### src/rtl/booth_control_unit.sv
// rtl/booth_control_unit.sv - sequencing FSM for a signed radix-2 Booth multiplier
//
// Converts a debounced push-button level into exactly one multiply on the
// A/Q/Q[-1]/M datapath: one load cycle, N_BITS evaluate/shift pairs, then a
// one-cycle result latch. The datapath and product register live outside this
// block. busy, done and step_count are intended for status LEDs.
//
// Parameters
//   N_BITS        operand width, which is also the number of Booth iterations
//   CNT_W         step counter width; must be able to hold N_BITS
//
// Ports
//   CLK100MHZ     in   system clock; all logic runs on the rising edge
//   reset         in   synchronous, active-high
//   start         in   debounced button level; a rising edge requests a multiply
//   q_lsb         in   Q[0] from the datapath
//   q_minus1      in   Q[-1] from the datapath
//   load_regs     out  A<=0, Q<=multiplier, M<=multiplicand, Q[-1]<=0
//   add_m         out  A<=A+M (wraps at N_BITS)
//   sub_m         out  A<=A-M (wraps at N_BITS)
//   shift_ars     out  arithmetic shift right of {A,Q,Q[-1]}
//   latch_result  out  product register <= {A,Q}
//   busy          out  high from LOAD through FINISH inclusive
//   done          out  one-cycle pulse in FINISH
//   step_count    out  Booth iterations still to run

module booth_control_unit #(
    parameter int N_BITS = 8,
    parameter int CNT_W  = 4
) (
    input  logic             CLK100MHZ,
    input  logic             reset,
    input  logic             start,
    input  logic             q_lsb,
    input  logic             q_minus1,
    output logic             load_regs,
    output logic             add_m,
    output logic             sub_m,
    output logic             shift_ars,
    output logic             latch_result,
    output logic             busy,
    output logic             done,
    output logic [CNT_W-1:0] step_count
);

    typedef enum logic [2:0] {
        IDLE   = 3'd0,
        LOAD   = 3'd1,
        EVAL   = 3'd2,
        SHIFT  = 3'd3,
        FINISH = 3'd4
    } state_t;

    localparam logic [CNT_W-1:0] STEP_INIT = CNT_W'(N_BITS);
    localparam logic [CNT_W-1:0] STEP_ONE  = CNT_W'(1);

    state_t state;
    state_t state_nxt;
    logic   start_d;
    logic   req;
    logic   last_step;

    // A rising edge of the button level is the only thing that starts a
    // multiply. start_d is forced high in reset so a button that is already
    // held when reset releases does not fire.
    assign req       = start & ~start_d;
    assign last_step = (step_count == STEP_ONE);

    // State register, edge-detect history and iteration counter.
    always_ff @(posedge CLK100MHZ) begin
        if (reset) begin
            state      <= IDLE;
            start_d    <= 1'b1;
            step_count <= '0;
        end else begin
            state   <= state_nxt;
            start_d <= start;
            case (state)
                LOAD:    step_count <= STEP_INIT;
                SHIFT:   step_count <= step_count - STEP_ONE;
                default: step_count <= step_count;
            endcase
        end
    end

    // Next-state logic. A request that arrives while a multiply is running
    // is dropped, not remembered; the user must release and press again.
    always_comb begin
        state_nxt = IDLE;
        case (state)
            IDLE:    state_nxt = req ? LOAD : IDLE;
            LOAD:    state_nxt = EVAL;
            EVAL:    state_nxt = SHIFT;
            SHIFT:   state_nxt = last_step ? FINISH : EVAL;
            FINISH:  state_nxt = IDLE;
            default: state_nxt = IDLE;
        endcase
    end

    // Output decode. Each state drives at most one datapath control, so the
    // controls are mutually exclusive by construction. The add/sub choice is
    // the Booth recoding of the current {Q[0], Q[-1]} pair.
    always_comb begin
        load_regs    = 1'b0;
        add_m        = 1'b0;
        sub_m        = 1'b0;
        shift_ars    = 1'b0;
        latch_result = 1'b0;
        busy         = 1'b0;
        done         = 1'b0;
        case (state)
            LOAD: begin
                load_regs = 1'b1;
                busy      = 1'b1;
            end
            EVAL: begin
                busy  = 1'b1;
                sub_m = q_lsb & ~q_minus1;
                add_m = ~q_lsb & q_minus1;
            end
            SHIFT: begin
                busy      = 1'b1;
                shift_ars = 1'b1;
            end
            FINISH: begin
                busy         = 1'b1;
                latch_result = 1'b1;
                done         = 1'b1;
            end
            default: begin
                busy = 1'b0;
            end
        endcase
    end

endmodule

### config.mk
export PLATFORM = sky130hd
export DESIGN_NAME = booth_control_unit
export DESIGN_NICKNAME = d
export VERILOG_FILES = /design/src/rtl/booth_control_unit.sv
export SDC_FILE = /design/constraint.sdc
export NUM_CORES = 1
export LEC_CHECK = 0
export CAP_MARGIN = 30
export CORE_AREA = 5 5 42 44
export DETAILED_ROUTE_END_ITERATION = 8
export DIE_AREA = 0 0 47 49
export SETUP_SLACK_MARGIN = 0.05
export SYNTH_ARGS = -nofsm -noshare
export SYNTH_HDL_FRONTEND = slang
export SYNTH_SLANG_ARGS = --single-unit
### constraint.sdc
create_clock -name CLK100MHZ -period 2.8 [get_ports CLK100MHZ]
set_clock_uncertainty 0.1 [all_clocks]
set_input_delay 0.42 -clock CLK100MHZ [delete_from_list [all_inputs] [get_ports CLK100MHZ]]
set_output_delay 0.42 -clock CLK100MHZ [all_outputs]
set_load 0.005 [all_outputs]
==> results of run 1 <==
-- where the power goes --
part / switching, W / internal (W) / total [W]
Sequential: 0.00000578 / 0.000118 / 0.000124
Clock: 0.0000375 / 0.0000489 / 0.0000865
Combinational: 0.0000108 / 0.0000189 / 0.0000297
-- worst paths after layout --
check	startpoint	end	depth (start not counted)	slack [ps]
setup / recovery	state[1]	sub_m	3	630
hold / removal	step_count[3]	step_count[3]	1	410
setup reg to reg	step_count[0]	step_count[1]	4	1310
hold reg to reg	step_count[3]	step_count[3]	1	410
-- sequential cells by signal, indices dropped and copies added (netlist names) --
name,flops
start_d,1
state,3
step_count,4
-- stage by stage --
step	setup WS [ps]	cells
after floorplan	1399	50
after global placement	700.0	77
after detailed placement	677.1	77
after CTS	600.5	80
after global routing	489.2	80
final	633.1	80
-- synthesized netlist by cell type, types with 2 or more instances --
cell     instances  area (sq um)
ha_1             2         25.02
nand3_1          2         10.01
buf_2            2         10.01
nor2_1           4         15.01
nor3_1           2         10.01
nor3b_1          2         15.01
dfxtp_1          8         160.2
nand2_1          3         11.26
inv_1            5         18.77
nor4_1           2         12.51
a21oi_1          4         20.02
-- kinds of logic after synthesis --
kind of cell	share of synthesized area, %
AOI/OAI and AO/OA	11.52
xor gates and xnor gates	2.122
adders and majority gates	6.060
buffers and inverters	9.697
DFF	38.79
and+or+nand+nor	31.82
-- layout make-up --
cell class,instances,area (sq um),area share [%]
multi-input cells,33,212.7,36.40
well taps,16,20.02,3.426
repair buffers,15,150.1,25.70
clock buffers,3,22.52,3.854
flip-flops and latches,8,160.2,27.41
inverters,5,18.77,3.212
-- critical path, stage by stage (launching register included) --
cell	delay, ps
dfxtp_1	500
nand3_1	150
nor3b_1	210
clkdlybuf4s50_1	530
-- routing by layer --
layer  global-route usage (%)  wire length (um)  up-vias
li1                         -                 -      201
met1                    11.67               430      170
met2                    11.99               398       15
met3                    3.690                82        2
met4                    5.530                 9        0
met5                        0                 0        -
==> flow_summary.json, run 1 <==
{
  "status": "completed",
  "vias": 388,
  "first_global_vias": 357,
  "cts.clk_slew.worst_paths_ps": 50,
  "cts_tree": "yes",
  "drtIter0Drc": 4,
  "diodes": 0,
  "hold_viol": 0,
  "required_ps": 2280,
  "p_leak_nw": 0.2019,
  "die_width_um": 47,
  "gp_congestion": 0.7621,
  "design_area_sq_um": 584.3,
  "min_period_ps": 2167,
  "rsz0062_at_grt": "no",
  "rows": 14,
  "hpwl_um": 676.4,
  "power_w": 0.0002399,
  "cp_max_fo": 10,
  "grt_pass1_wl_mm": 1.504,
  "die-height_um": 49,
  "finalCritPeriodShare_pct": 77.39,
  "grt_max_degree": 11,
  "grtUsageTotal_pct": 9.020,
  "nFillCells": 152,
  "io_buffers": 15,
  "hp-class": "reg2reg",
  "synth_seq_area_share_pct": 38.79,
  "critPathKind": "reg2out",
  "cts_setup_buffers": 0,
  "startpoint_type": "register",
  "avgRoutedWirePerCell_um": 11.51,
  "initial_core_util_pct": 29.46,
  "clock_sinks": 8,
  "synth_warnings": 0,
  "cp-end-kind": "output pin",
  "detail-route-antenna-nets": 0,
  "synth_cell_types": 25,
  "antenna_found_initial": 0,
  "insertion_delay_ps": 250,
  "syn_inst": 50,
  "syn-num-nets": 57,
  "cts-root-buf": "clkbuf_4",
  "worst_slew_pin_slew_ps": 323.3,
  "hold_slack_ps": 406.2,
  "worst_ep_arrival_time_ps": 1650,
  "p_per_area_nw_per_um2": 410.6,
  "cts.htree.levels": 1,
  "slew_headroom_pct": 78.42,
  "placed_cell_area_sq_um": 561.8,
  "drt_wl_total_um": 921,
  "cts_buffers": 3,
  "dieArea_sq_um": 2303,
  "layout-drive-gt1-share_pct": 10.94,
  "synth-seq-cells": 8,
  "firstDrtPassIters": 4,
  "nets": 73,
  "area_delta_synth_final_pct": 41.52,
  "syn_avg_cell_area_sq_um": 8.258,
  "drc": 0,
  "via_per_inst": 4.850,
  "slew_viol_final": 0,
  "clk_path_buf_depth": 2,
  "mostFrequentLayoutCells": "clkdlybuf4s50_1, dfxtp_1, inv_1",
  "core_area_sq_um": 1401,
  "drv_cap": 0,
  "finalSetupViolCount": 0,
  "utilization_pct": 41.70,
  "cts_resized": 0,
  "synth_ff_type": "dfxtp_1",
  "synth-edff-count": 0,
  "ir_worst_vdd_v": 0.0002714,
  "final_common_cell": "clkdlybuf4s50_1",
  "timing.fmax_mhz": 461.5,
  "fin_setup_tns_ps": 0,
  "io_pins": 16,
  "grt_overflow": 0,
  "cts_hold_buf": 0,
  "synth_area_sq_um": 412.9,
  "async_flop_share_pct": 0
}
Power figures use the tool's default switching activity.
==> inputs of run 2 (changes only) <==
clock period = 1.8 ns   (was 2.8 ns; I/O delays follow)
==> flow_summary.json, run 2 (same netlist as run 1, synthesis figures left out) <==
{
  "status": "completed",
  "via_per_inst": 4.762,
  "worst_ep_arrival_time_ps": 1340,
  "p_per_area_nw_per_um2": 599.2,
  "p_comb_share_pct": 14.4,
  "dp_slack_ps": -25.95,
  "slew_viol_final": 0,
  "cts.clk_slew.worst_paths_ps": 50,
  "cp-end-kind": "output pin",
  "layout-drive-gt1-share_pct": 25.00,
  "avgRoutedWirePerCell_um": 11.21,
  "clk_path_buf_depth": 2,
  "finalCritPeriodShare_pct": 94.92,
  "detail-route-antenna-nets": 0,
  "cts_buffers": 3,
  "diodes": 0,
  "firstDrtPassIters": 3,
  "area_delta_synth_final_pct": 53.64,
  "hpwl_um": 657.2,
  "io_buffers": 15,
  "antenna_found_initial": 0,
  "vias": 400,
  "drtIter0Drc": 5,
  "finalSetupViolCount": 0,
  "cts.htree.levels": 1,
  "rows": 14,
  "power_frac_clock_pct": 35.5,
  "drc": 0,
  "mostFrequentLayoutCells": "clkdlybuf4s50_1, inv_1, dlygate4sd2_1, dfxtp_1",
  "startpoint_type": "register",
  "cts-root-buf": "clkbuf_4",
  "cts_tree": "yes",
  "slew_headroom_pct": 80.43,
  "die-height_um": 49,
  "min_period_ps": 1709,
  "core_area_sq_um": 1401,
  "critPathKind": "reg2out",
  "hold_slack_ps": 373.1,
  "drv_cap": 0,
  "worst_slew_pin_slew_ps": 292.6,
  "dieArea_sq_um": 2303,
  "nets": 77,
  "clock_sinks": 8,
  "drt_wl_total_um": 942,
  "setup_ws_ps": 91.46,
  "initial_core_util_pct": 29.46,
  "required_ps": 1430,
  "rsz0062_at_grt": "no",
  "first_global_vias": 389,
  "grt_max_degree": 9,
  "nFillCells": 157,
  "seqPwrFrac_pct": 50.1,
  "grt_overflow": 0,
  "p_leak_nw": 0.2683,
  "cts_hold_buf": 0,
  "die_width_um": 47,
  "hold_viol": 0,
  "cp_max_fo": 6,
  "timing.fmax_mhz": 585.3,
  "p_switching_w": 0.00008761,
  "insertion_delay_ps": 250,
  "ir_worst_vdd_v": 0.0003043,
  "p_int_w": 0.0002925,
  "gp_congestion": 0.7631,
  "reg_top3": "step_count: 4 flops, state: 3 flops, start_d: 1 flops",
  "final_common_cell": "clkdlybuf4s50_1",
  "grtUsageTotal_pct": 9.309,
  "largest_reg_flops": 4,
  "grt_pass1_wl_mm": 1.545,
  "regMostFlops": "step_count",
  "hp-class": "reg2reg",
  "p_sw_share_pct": 23.05,
  "io_pins": 16
}
[run 2: final cells by class]
class                      instances  area, sq um  area share (%)
multi-input combinational         33        230.2           36.29
sequential                         8        166.4           26.23
inverter                           5        18.77           2.959
clock buffer                       3        22.52           3.550
timing repair buffer              19        176.4           27.81
tap                               16        20.02           3.156
[run 2: final timing paths]
check / to / from / depth (start not counted) / slack [ps]
max: shift_ars / state[2] / 2 / 90
min: state[0] / state[2] / 1 / 370
max reg2reg: step_count[1] / step_count[0] / 4 / 350
min reg2reg: state[0] / state[2] / 1 / 370
[run 2: power by group through the flow]
stage / Combinational, W / Sequential, W / Clock [W]
CTS: 0.0000501 / 0.000192 / 0.000140
floorplan: 0.0000248 / 0.000192 / 0
global route: 0.0000605 / 0.000191 / 0.000150
detailed placement: 0.0000507 / 0.000194 / 0
global placement: 0.0000503 / 0.000194 / 0
finish: 0.0000546 / 0.000190 / 0.000135
[run 2: routing by layer]
layer	wire length (um)	vias to the layer above	GRT usage, %
li1	-	206	-
met1	416	174	11.70
met2	399	15	12.22
met3	94	5	3.690
met4	31	0	6.912
met5	0	-	0
[run 2: metrics by stage]
step	std cells	util [%]	area (sq um)	TNS (ps)	power (W)
finish	84	45.27	634.4	0	0.0003801
global route	84	45.27	634.4	0	0.0004021
CTS	82	43.66	611.8	0	0.0003819
detailed placement	78	40.63	569.3	-50.91	0.0002450
global placement	78	40.63	569.3	0	0.0002446
floorplan	50	-	412.9	0	0.0002167
[run 2: critical path, cell delays in order (launching register included)]
cell and delay (ps):
dfxtp_2 340, and3b_2 250, clkdlybuf4s50_1 500
[run 2: repair_timing]
item                                    in CTS  in global routing
pin swaps                                    1                  0
gates resized for setup                     12                  2
endpoints found under the hold margin        0                  0
buffers inserted                             1                  2
endpoints found under the setup margin       7                  3
==> inputs of run 3 (changes only) <==
HOLD_SLACK_MARGIN = 0.12   (was not set)
==> results of run 3 <==
No change in the layout: final DEF, timing and power equal those of run 2.
